--- src/rtl/phase_word_scheduler.sv ---
// Round-robin scheduler sharing one serial restoring divider that converts each
// channel frequency into a 32-bit NCO phase increment: floor(freq * 2^32 / CLK_HZ).
module phase_word_scheduler #(
    parameter int          NUM_CH = 4,
    parameter logic [31:0] CLK_HZ = 32'd122880000
) (
    input  logic                 clk,
    input  logic                 rst,
    input  logic [NUM_CH*32-1:0] freq_in,
    output logic [NUM_CH*32-1:0] phase_word,
    output logic [NUM_CH-1:0]    phase_valid,
    output logic                 busy,
    output logic [NUM_CH-1:0]    overflow
);
    localparam int CW = (NUM_CH > 1) ? $clog2(NUM_CH) : 1;

    typedef enum logic [1:0] {IDLE, DIV, STORE} state_t;

    state_t               state;
    logic [NUM_CH*32-1:0] freq_last;
    logic [NUM_CH-1:0]    pending;
    logic [NUM_CH-1:0]    change;
    logic [NUM_CH-1:0]    grant;
    logic                 grant_any;
    logic [CW-1:0]        grant_idx;
    logic [CW-1:0]        last_grant;
    logic [CW-1:0]        cur;
    logic                 sat;
    logic [31:0]          snap;
    logic [95:0]          qr;
    logic [6:0]           count;
    logic [32:0]          rem_sh;
    logic [32:0]          diff;

    function automatic logic [CW-1:0] rr_pick(input logic [NUM_CH-1:0] req,
                                              input logic [CW-1:0]     last);
        logic [CW-1:0] pick;
        logic [CW-1:0] idx;
        pick = last;
        // Walk the search order backwards so the first requester after 'last' wins.
        for (int k = NUM_CH; k >= 1; k--) begin
            idx = CW'((int'(last) + k) % NUM_CH);
            if (req[idx]) pick = idx;
        end
        return pick;
    endfunction

    assign grant_any = (state == IDLE) && (|pending);
    assign grant_idx = rr_pick(pending, last_grant);
    assign snap      = freq_in[{grant_idx, 5'd0} +: 32];

    // Shift-then-compare: the remainder stays below CLK_HZ, so bit 32 of diff is the borrow.
    assign rem_sh = {qr[95:64], qr[63]};
    assign diff   = rem_sh - {1'b0, CLK_HZ};

    always_comb begin
        // NOTE: every signal written here gets a default first, so no path can infer a latch.
        change = '0;
        grant  = '0;
        for (int c = 0; c < NUM_CH; c++) begin
            change[c] = (freq_in[32*c +: 32] != freq_last[32*c +: 32]);
            grant[c]  = grant_any && (grant_idx == CW'(c));
        end
    end

    always_ff @(posedge clk or posedge rst) begin
        if (rst) begin
            state       <= IDLE;
            freq_last   <= '0;
            pending     <= '1;
            last_grant  <= CW'(NUM_CH - 1);
            cur         <= '0;
            sat         <= 1'b0;
            qr          <= '0;
            count       <= '0;
            phase_word  <= '0;
            phase_valid <= '0;
            busy        <= 1'b0;
            overflow    <= '0;
        end else begin
            // NOTE: state updates use non-blocking assignments so every read sees pre-edge values.
            freq_last   <= freq_in;
            pending     <= (pending & ~grant) | change;
            phase_valid <= '0;
            case (state)
                IDLE: begin
                    if (grant_any) begin
                        cur   <= grant_idx;
                        sat   <= (snap >= CLK_HZ);
                        qr    <= {32'd0, snap, 32'd0};
                        count <= 7'd64;
                        busy  <= 1'b1;
                        state <= DIV;
                    end
                end
                DIV: begin
                    if (diff[32]) qr <= {qr[94:0], 1'b0};
                    else          qr <= {diff[31:0], qr[62:0], 1'b1};
                    count <= count - 7'd1;
                    if (count == 7'd1) state <= STORE;
                end
                STORE: begin
                    phase_word[{cur, 5'd0} +: 32] <= sat ? 32'hFFFF_FFFF : qr[31:0];
                    overflow[cur]    <= sat;
                    phase_valid[cur] <= 1'b1;
                    last_grant       <= cur;
                    busy             <= 1'b0;
                    state            <= IDLE;
                end
                default: state <= IDLE;
            endcase
        end
    end
endmodule
--- config.mk ---
export PLATFORM = sky130hd
export DESIGN_NAME = phase_word_scheduler
export DESIGN_NICKNAME = d
export VERILOG_FILES = /design/src/rtl/phase_word_scheduler.sv
export SDC_FILE = /design/constraint.sdc
export NUM_CORES = 1
export LEC_CHECK = 0
export BUFFER_PORTS_ARGS = -buffer_cell sky130_fd_sc_hd__buf_2
export CAP_MARGIN = 40
export CELL_PAD_IN_SITES_DETAIL_PLACEMENT = 1
export CELL_PAD_IN_SITES_GLOBAL_PLACEMENT = 2
export CORE_MARGIN = 2
export CORE_UTILIZATION = 32
export CTS_CLUSTER_DIAMETER = 120
export DETAILED_ROUTE_END_ITERATION = 10
export GPL_ROUTABILITY_DRIVEN = 1
export HOLD_SLACK_MARGIN = 0.02
export MAX_ROUTING_LAYER = met4
export PLACE_DENSITY = 0.71
export SLEW_MARGIN = 0
export SYNTH_ARGS = -nofsm -noshare
export SYNTH_HDL_FRONTEND = slang
export SYNTH_SLANG_ARGS = --single-unit
--- constraint.sdc ---
create_clock -name clk -period 11.7 [get_ports clk]
set_input_delay 0.585 -clock clk [delete_from_list [all_inputs] [get_ports clk]]
set_output_delay 0.585 -clock clk [all_outputs]
set_load 0.02 [all_outputs]
==> results by group, run 1 <==
Yosys
  • Commonest register cell after synthesis: dfrtp_1
  • Synth area leaders: dfrtp_1 (60%), nand2_1 (8.8%), xnor2_1 (7.7%)
  • Synth warn: 0
  • Register area share after synthesis: 60.80%
  • Cell with the most instances after synthesis: dfrtp_1
  • Largest area contributor in the netlist: dfrtp_1
  • Area share of the largest cell type after synthesis: roughly 60%
  • Post-synth EDFFs: 0
  • Register bit count reported by yosys: 379
  • Net Count, Synth: 1637
  • Avg Synthesized Cell Area: 10.43 µm²
  • Post-synth top cells: dfrtp_1 (373), nand2_1 (364), o21ai_0 (197)
  • Synth Cell Area: 15610 µm²
  • Synthesized instance count: 1497
  • Async SR Flop Fraction: 100.0%
  • Count of cell types in the netlist: 62

Clock network
  • Clock transition at path regs: around 60 ps
  • TritonCTS clock tree: yes
  • Num CTS Buffers: between 40 and 50
  • CTS root buf: clkbuf_16
  • Skew-Pair Late Insertion Delay: 570 ps
  • # Post-CTS Setup Buffers: 0
  • CTS Buffer Depth: 3
  • H-Tree Level Count: 2
  • # clock sinks: 379

Timing
  • Tmin final: 3028 ps
  • Hold Slack: 158.4 ps
  • Post-route setup TNS: 0 ps
  • Tcrit/Tclk final: 25.88%
  • Least-Margin Pin Slew: 905.3 ps
  • Final Hold Violating Endpoints: 0
  • Final setup viols: 0
  • Rel. slew slack: 39.65%
  • Skew final: 28.21 ps
  • Final-report max-slew violation count: 0
  • Maximum clock frequency: 330.3 MHz
  • RSZ-0062 raised after global routing: false

Worst setup path
  • Crit Path Max Fanout: 67
  • WP data required: 12170 ps
  • Crit path kind: flop to flop
  • Worst Setup Start Kind: flop
  • CP Capture Type: flop
  • CP arrival: 3490 ps

Global route
  • Initial antenna violation count: 0
  • Largest net degree at the start of global routing: 170
  • Vias in the first global route: 12.39k
  • GRT Total Usage: 20.40%
  • First-pass GRT wire length: 76200 µm
  • Global route overflow: 0

Placement
  • Post-DP HPWL: ~35000 µm
  • PortBufs: 266
  • RD Place Congestion: 0.8315

Detailed routing
  • DR vias/cell: roughly 5.0
  • DR pass1 iterations: 5
  • Drt drc: 0
  • WL final: 49610 µm
  • WL per Instance: 20.65 µm
  • Vias: 11.95k
  • Initial drt markers: 817
  • Antenna-violating nets left: 0

Layout
  • Nets: 1891
  • Fillers: ~5.4k
  • Synth-to-layout area growth: 22.75%
  • Layout cell share with drive strength beyond 1: 21.72%

Die
  • Core Footprint: 47950 µm²
  • I/O pin cnt: 267
  • FP Rows: 80
  • Die W: roughly 220 µm
  • Die Y: 224.9 µm
  • Die ar.: 50570 µm²
  • Initial Util: ~33%

Run status
  • Status: finished clean

Pwr
  • Peak VDD IR: 0.1028 mV
  • PwrDens: 167.9 nW/µm²
  • P_leak: 8.951 nW

Hold path
  • HP Class: primary input to flop

Job
  • Max Cap Viol: 0
through the flow:
| stage | instances | instance area, µm² | setup WS [ps] | power, mW | util [%] |
|---|---|---|---|---|---|
| floorplan | 1497 | 15610 | 595.9 | 1.699 | - |
| global placement | 2313 | 17520 | 8767 | 1.811 | 36.55 |
| detailed placement | 2319 | 17650 | 8687 | 1.824 | 36.80 |
| CTS | 2401 | 19160 | 8670 | 3.274 | 39.96 |
| global route | 2401 | 19160 | 8518 | 3.373 | 39.96 |
| finish | 2403 | 19160 | 8672 | 3.217 | 39.97 |
sequential cells by signal, summed over array words and instances (netlist names):
signal       cells
last_grant       2
freq_last      128
sat              1
phase_word     128
count            7
overflow         4
phase_valid      4
state            2
qr              96
pending          4
cur              2
busy             1
logic make-up (layout without fill, tap and decap cells):
group | after synthesis | in the layout | synth area share (%)
and+or+nand+nor | 512 | 512 | 13.78
DFF | 379 | 379 | 60.80
AOI/OAI and AO/OA | 336 | 336 | 12.36
xor gates and xnor gates | 144 | 144 | 8.127
buffers and inverters | 91 | 380 | 2.444
muxes | 25 | 25 | 1.691
adders and majority gates | 10 | 10 | 0.8015
other | 0 | 2 | 0
final timing paths:
path                                  start             end  slack (ps)  depth (start not counted)
worst max-delay path             pending[3]             sat        8670                          8
worst min-delay path            freq_in[75]   freq_last[75]         160                          1
worst max register to register   pending[3]             sat        8670                          8
worst min register to register       qr[67]          qr[68]         470                          2
max in group asynchronous               rst   freq_last[27]        9650                          6
min in group asynchronous               rst  freq_last[123]         540                          3
report_power, final:
part | total, mW | switching, mW | internal [mW]
sequential | 1.47 | 0.0713 | 1.40
combinational | 0.322 | 0.182 | 0.140
clock | 1.42 | 0.557 | 0.867
layer usage:
metal	vias up	routed length, µm	GRT usage [%]
li1	5566	-	-
met1	6063	23810	28.57
met2	271	22830	31.35
met3	51	2189	3.266
met4	0	776	4.315
met5	-	0	-
worst max-delay path, cell delays in order (launching register included):
cell	delay, ps
dfstp_2	620
nor2b_1	80
o21ai_2	310
and2_4	770
mux2i_1	280
mux2_2	190
a21bo_1	190
a311o_1	320
o221a_2	120
layout by cell type (no fill, tap or decap), types with 21 or more instances in the layout:
cell,count
nand2_1,362
buf_2,267
clkbuf_16,46
dfrtp_1,373
nand3_1,21
o21ai_1,30
nor2_1,49
xnor2_1,138
o21ai_0,197
a22oi_1,28
a21oi_1,39
nand4_1,34
layout make-up:
class                           instances  area, µm²  share of cell area [%]
Tap cell                              615      769.5                   4.015
Antenna cell                            2      5.005                 0.02612
Clock buffer                           68       1324                   6.908
Timing Repair Buffer                  287       1582                   8.253
Clock inverter                         13      178.9                  0.9337
Inverter                               12      52.55                  0.2742
Sequential cell                       379       9492                   49.53
Multi-Input combinational cell       1027       5761                   30.06
timing repair:
action | CTS | global route
hold endpoints to repair | 32 | 0
gates resized for setup | 0 | 0
hold buffers | 1 | 0
No activity file was read; power rests on OpenSTA's default activity.
==> run 2: changes to the inputs <==
--- a/config.mk
+++ b/config.mk
@@ -10,13 +10,13 @@
 export CELL_PAD_IN_SITES_DETAIL_PLACEMENT = 1
 export CELL_PAD_IN_SITES_GLOBAL_PLACEMENT = 2
 export CORE_MARGIN = 2
-export CORE_UTILIZATION = 32
+export CORE_UTILIZATION = 36
 export CTS_CLUSTER_DIAMETER = 120
 export DETAILED_ROUTE_END_ITERATION = 10
 export GPL_ROUTABILITY_DRIVEN = 1
 export HOLD_SLACK_MARGIN = 0.02
 export MAX_ROUTING_LAYER = met4
-export PLACE_DENSITY = 0.71
+export PLACE_DENSITY = 0.76
 export SLEW_MARGIN = 0
 export SYNTH_ARGS = -nofsm -noshare
 export SYNTH_HDL_FRONTEND = slang
==> constraint.sdc (replaced) <==
create_clock -name clk -period 3.05 [get_ports clk]
set_input_delay 0.1525 -clock clk [delete_from_list [all_inputs] [get_ports clk]]
set_output_delay 0.1525 -clock clk [all_outputs]
set_load 0.02 [all_outputs]
==> results by group, run 2 (synthesis gave the netlist of run 1 again) <==
Die
  • Die Y: 212.2 µm (was 224.9 µm)
  • Die ar.: 45050 µm² (was 50570 µm²)
  • Die W: 212.2 µm (was 224.9 µm)
  • FP Rows: 76 (was 80)
  • Core Footprint: 42980 µm² (was 47950 µm²)
  • Initial Util: 36.32% (was 32.56%)
  • I/O pin cnt: 267 (unchanged)

Detailed routing
  • DR vias/cell: 5.063 (was 4.973)
  • WL per Instance: 20.86 µm (was 20.65 µm)
  • Vias: 12.70k (was 11.95k)
  • Antenna-violating nets left: 0 (unchanged)
  • DR pass1 iterations: 5 (unchanged)
  • Drt drc: 0 (unchanged)
  • WL final: 52340 µm (was 49610 µm)
  • Routed wl met2: 24620 µm (was 22830 µm)
  • Initial drt markers: 865 (was 817)
  • Wire length on met3: 3190 µm (was 2189 µm)
  • Top sig layer: met4 (unchanged)
  • Metal1 wirelength: 23050 µm (was 23810 µm)

Layout
  • Commonest cells after routing, fill and taps aside: dfrtp_1 (373), nand2_1 (364), buf_2 (266) (was dfrtp_1 (373), nand2_1 (362), buf_2 (267))
  • Synth-to-layout area growth: 30.66% (was 22.75%)
  • Most common cell after layout, fill and taps aside: dfrtp_1 (unchanged)
  • Fin cells: 2509 (was 2403)
  • Layout cell share with drive strength beyond 1: 20.54% (was 21.72%)
  • FF+latch area: 9492 µm² (unchanged)
  • Fillers: 4813 (was 5394)
  • Finished Cell Area: 20400 µm² (was 19160 µm²)
  • Nets: 2031 (was 1891)
  • Area of the multi-input gates: 5757 µm² (was 5761 µm²)
  • Fin util: 47.46% (was 39.97%)
  • Largest regs: freq_last: 128 flops, phase_word: 128 flops, qr: 96 flops (unchanged)

Worst setup path
  • Crit Path Max Fanout: 40 (was 67)
  • R2R cell count: 8 (unchanged)
  • WP data required: 3510 ps (was 12170 ps)
  • Worst flop-to-flop path endpoint: sat (unchanged)
  • Crit path kind: flop to flop (unchanged)
  • CP arrival: 3270 ps (was 3490 ps)
  • R2R Path Start: pending[3] (unchanged)
  • CP Capture Type: flop (unchanged)
  • Worst Setup Start Kind: flop (unchanged)
  • Reg2reg setup slack: 240 ps (was 8670 ps)

Placement
  • RD Place Congestion: 0.8760 (was 0.8315)
  • Placed Cells: 2302 (was 2319)
  • Placed Area: 17680 µm² (was 17650 µm²)
  • PortBufs: 266 (unchanged)
  • Post-DP HPWL: 35070 µm (about the same)

Clock network
  • Skew-Pair Late Insertion Delay: 580 ps (was 570 ps)
  • Clock transition at path regs: 60 ps (about the same)
  • # clock sinks: 379 (unchanged)
  • # Post-CTS Setup Buffers: 0 (unchanged)
  • CTS root buf: clkbuf_16 (unchanged)
  • H-Tree Level Count: 2 (unchanged)
  • CTS Buffer Depth: 3 (unchanged)
  • Num CTS Buffers: 43 (was 44)
  • TritonCTS clock tree: yes (unchanged)

Timing
  • Hold Slack: 229.0 ps (was 158.4 ps)
  • Skew final: 29.42 ps (was 28.21 ps)
  • Final Hold Violating Endpoints: 0 (unchanged)
  • Final setup viols: 0 (unchanged)
  • Maximum clock frequency: 355.6 MHz (was 330.3 MHz)
  • Final-report max-slew violation count: 0 (unchanged)
  • Least-Margin Pin Slew: 759.6 ps (was 905.3 ps)
  • Tcrit/Tclk final: 92.20% (was 25.88%)
  • Tmin final: 2812 ps (was 3028 ps)
  • RSZ-0062 raised after global routing: false (unchanged)
  • Rel. slew slack: 49.36% (was 39.65%)

Pwr
  • Total power: 12.28 mW (was 3.217 mW)
  • P_leak: 9.483 nW (was 8.951 nW)
  • PwrDens: 601.8 nW/µm² (was 167.9 nW/µm²)
  • Peak VDD IR: 0.4159 mV (was 0.1028 mV)

Global route
  • GRT Total Usage: 24.33% (was 20.40%)
  • First-pass GRT wire length: 80820 µm (was 76200 µm)
  • Initial antenna violation count: 2 (was 0)
  • Global route overflow: 0 (unchanged)
  • Vias in the first global route: 13.60k (was 12.39k)
  • Largest net degree at the start of global routing: 100 (was 170)

Hold path
  • HP Class: primary input to asynchronous set/reset pin (was primary input to flop)

Job
  • Max Cap Viol: 0 (unchanged)

Run status
  • Status: finished clean (unchanged)
-- run 2: timing repair --
action,in CTS,in global routing
hold buffers,129,0
endpoints found under the hold margin,141,0
endpoints found under the setup margin,0,1
resized for setup,0,1
-- run 2: layout make-up --
type	instances	share of cell area (%)
tap	585	3.588
multi-input combinational	1027	28.22
clock inverter	10	0.6011
sequential	379	46.53
antenna	1	0.01227
timing repair buffer	428	14.44
clock buffer	67	6.367
inverter	12	0.2392
-- run 2: through the flow --
| stage | setup slack (ps) | setup TNS [ps] |
|---|---|---|
| after floorplan | -2190 | -821510 |
| after global placement | 312.6 | 0 |
| after detailed placement | 274.1 | 0 |
| after CTS | 246.0 | 0 |
| after global routing | 12.35 | 0 |
| final | 237.9 | 0 |
-- run 2: per-layer routing --
layer	vias to the layer above	GRT usage, %
li1	5842	-
met1	6413	31.67
met2	352	38.44
met3	95	4.549
met4	0	8.150
met5	-	-
-- run 2: report_power, final --
| group | total [mW] | internal, mW | switching (mW) | leakage [nW] |
|---|---|---|---|---|
| Clock | 5.22 | 3.10 | 2.12 | 0.689 |
| Sequential | 5.66 | 5.38 | 0.286 | 4.87 |
| Combinational | 1.40 | 0.655 | 0.743 | 3.93 |
| Total | 12.3 | 9.13 | 3.15 | 9.48 |
-- run 2: critical path, cell delays in order (launching register included) --
cell and delay [ps]:
dfstp_2 630, nor2b_1 80, o21ai_2 320, and2_4 570, mux2i_1 270, mux2_2 190, a21bo_1 200, a311o_1 320
o221a_2 120
-- run 2: worst max path at each step --
stage	from	end	slack, ps
3_5_place_dp	pending[3]	sat	270
4_1_cts	qr[79]	qr[93]	250
3_3_place_gp	qr[79]	qr[93]	310
6_report	pending[3]	sat	240
2_1_floorplan	rst	busy	-2190
5_1_grt	qr[79]	qr[93]	10
==> run 3: changes to the inputs <==
--- a/config.mk
+++ b/config.mk
@@ -5,7 +5,7 @@
 export SDC_FILE = /design/constraint.sdc
 export NUM_CORES = 1
 export LEC_CHECK = 0
-export BUFFER_PORTS_ARGS = -buffer_cell sky130_fd_sc_hd__buf_2
+export BUFFER_PORTS_ARGS = -buffer_cell sky130_fd_sc_hd__buf_4
 export CAP_MARGIN = 40
 export CELL_PAD_IN_SITES_DETAIL_PLACEMENT = 1
 export CELL_PAD_IN_SITES_GLOBAL_PLACEMENT = 2
==> results by group, run 3 (synthesis gave the netlist of run 1 again) <==
Die
  • Die Y: 212.2 µm (unchanged)
  • Die W: 212.2 µm (unchanged)
  • Core Footprint: 42980 µm² (unchanged)
  • FP Rows: 76 (unchanged)
  • Initial Util: 36.32% (unchanged)
  • Die ar.: 45050 µm² (unchanged)
  • I/O pin cnt: 267 (unchanged)

Detailed routing
  • WL final: 52320 µm (was 52340 µm)
  • Antenna-violating nets left: 0 (unchanged)
  • Initial drt markers: 776 (was 865)
  • Drt drc: 0 (unchanged)
  • DR pass1 iterations: 5 (unchanged)
  • DR vias/cell: 5.055 (was 5.063)
  • WL per Instance: 20.87 µm (was 20.86 µm)
  • Vias: 12.67k (was 12.70k)

Pwr
  • Flop pwr share: 47.3% (was 46.1%)
  • Clock power frac: 40.5% (was 42.5%)
  • Int Pwr: 8.908 mW (was 9.131 mW)
  • Combinational Power Share: 12.3% (was 11.4%)
  • PwrDens: 570.1 nW/µm² (was 601.8 nW/µm²)
  • P_leak: 9.552 nW (was 9.483 nW)
  • Switching Share: 25.56% (was 25.62%)
  • Switching power: 3.058 mW (was 3.145 mW)
  • Peak VDD IR: 0.3442 mV (was 0.4159 mV)

Layout
  • Nets: 2034 (was 2031)
  • Fillers: 4710 (was 4813)
  • Synth-to-layout area growth: 34.45% (was 30.66%)
  • Fin util: 48.83% (was 47.46%)
  • Most common cell after layout, fill and taps aside: dfrtp_1 (unchanged)
  • Finished Cell Area: 20990 µm² (was 20400 µm²)
  • Layout cell share with drive strength beyond 1: 20.41% (was 20.54%)
  • Largest regs: freq_last: 128 flops, phase_word: 128 flops, qr: 96 flops (unchanged)
  • Commonest cells after routing, fill and taps aside: dfrtp_1 (373), nand2_1 (364), buf_4 (294) (was dfrtp_1 (373), nand2_1 (364), buf_2 (266))

Placement
  • RD Place Congestion: 0.8388 (was 0.8760)
  • Post-DP HPWL: 36070 µm (was 35070 µm)
  • PortBufs: 266 (unchanged)
  • Placed Area: 18420 µm² (was 17680 µm²)

Timing
  • Maximum clock frequency: 362.1 MHz (was 355.6 MHz)
  • Skew final: 31.89 ps (was 29.42 ps)
  • Final setup viols: 0 (unchanged)
  • RSZ-0062 raised after global routing: false (unchanged)
  • Rel. slew slack: 44.54% (was 49.36%)
  • Least-Margin Pin Slew: 824.3 ps (was 759.6 ps)
  • Final-report max-slew violation count: 0 (unchanged)
  • Tmin final: 2762 ps (was 2812 ps)
  • Final Hold Violating Endpoints: 0 (unchanged)
  • Tcrit/Tclk final: 90.56% (was 92.20%)

Clock network
  • CTS Buffer Depth: 3 (unchanged)
  • # clock sinks: 379 (unchanged)
  • CTS root buf: clkbuf_16 (unchanged)
  • Skew-Pair Late Insertion Delay: 580 ps (about the same)
  • Clock transition at path regs: 60 ps (about the same)
  • # Post-CTS Setup Buffers: 0 (unchanged)
  • H-Tree Level Count: 2 (unchanged)
  • TritonCTS clock tree: yes (unchanged)
  • Num CTS Buffers: 42 (was 43)

Worst setup path
  • Crit Path Max Fanout: 35 (was 40)
  • CP Capture Type: flop (unchanged)
  • WP data required: 3510 ps (about the same)
  • CP peak stage delay: 630 ps (about the same)
  • Slowest stage cell, crit path: dfstp_2 (unchanged)
  • Crit path kind: flop to flop (unchanged)
  • CP arrival: 3220 ps (was 3270 ps)
  • Worst Setup Start Kind: flop (unchanged)
  • CP cell instances: nor2b_1 > o21ai_2 > and2_4 > mux2i_1 > mux2_2 > a21bo_1 > a311o_1 > o221a_2 (unchanged)

Job
  • Max Cap Viol: 0 (unchanged)

Global route
  • Vias in the first global route: 13.53k (was 13.60k)
  • GRT Total Usage: 24.25% (was 24.33%)
  • Global route overflow: 0 (unchanged)
  • Initial antenna violation count: 2 (unchanged)
  • First-pass GRT wire length: 80650 µm (was 80820 µm)
  • Largest net degree at the start of global routing: 83 (was 100)

Hold path
  • HP Class: primary input to flop (was primary input to asynchronous set/reset pin)

Run status
  • Status: finished clean (unchanged)
-- run 3: final timing paths --
check	cells after the start	endpoint	startpoint	slack (ps)
worst max-delay path	8	sat	pending[3]	290
worst min-delay path	2	freq_last[70]	freq_in[70]	250
worst max register to register	8	sat	pending[3]	290
worst min register to register	2	qr[66]	qr[65]	470
max in group asynchronous	4	phase_word[72]	rst	1880
min in group asynchronous	3	freq_last[39]	rst	270
-- run 3: final cells by class --
type	count	area, µm²	share of cell area, %
tap	585	732.0	3.487
clock buffer	63	1211	5.770
inverter	12	48.80	0.2325
sequential	379	9492	45.22
clock inverter	8	68.82	0.3279
multi-input combinational	1027	5756	27.42
timing repair buffer	432	3679	17.53
antenna	1	2.502	0.01192
-- run 3: layer usage --
metal	up-vias	part of all wire (%)	wire length, µm	track usage, %
met1	6427	45	23360	31.57
met5	-	0	0	-
met2	331	48	24990	38.81
met3	79	5.4	2811	5.037
met4	0	2.2	1155	6.221
li1	5836	-	-	-
-- run 3: worst max-delay path, delay by kind of cell, from the launching register on --
kind	cells	cell delay, ps
AOI/OAI and AO/OA	4	960
DFF	1	630
and+or+nand+nor	2	620
muxes	2	450
-- run 3: stage by stage --
step	hold slack (ps)	instances	total power [mW]	setup slack (ps)	setup TNS [ps]
4_1_cts	222.0	2506	12.09	276.9	0
5_1_grt	245.2	2507	12.51	139.1	0
6_report	251.0	2507	11.97	288.0	0
3_5_place_dp	290.8	2306	7.085	299.9	0
2_1_floorplan	183.9	1497	6.518	-2190	-821510
3_3_place_gp	289.1	2306	7.030	280.7	0
-- run 3: power by group through the flow --
stage | Sequential [mW] | Combinational [mW] | Clock [mW]
after floorplan | 5.68 | 0.843 | 0
after global placement | 5.73 | 1.30 | 0
after detailed placement | 5.74 | 1.34 | 0
after CTS | 5.66 | 1.48 | 4.95
after global routing | 5.70 | 1.63 | 5.18
final | 5.65 | 1.47 | 4.84
-- run 3: timing repair --
item / in CTS / in global routing
gates resized for setup: 0 / 0
hold endpoints to repair: 147 / 0
hold buffers: 129 / 0
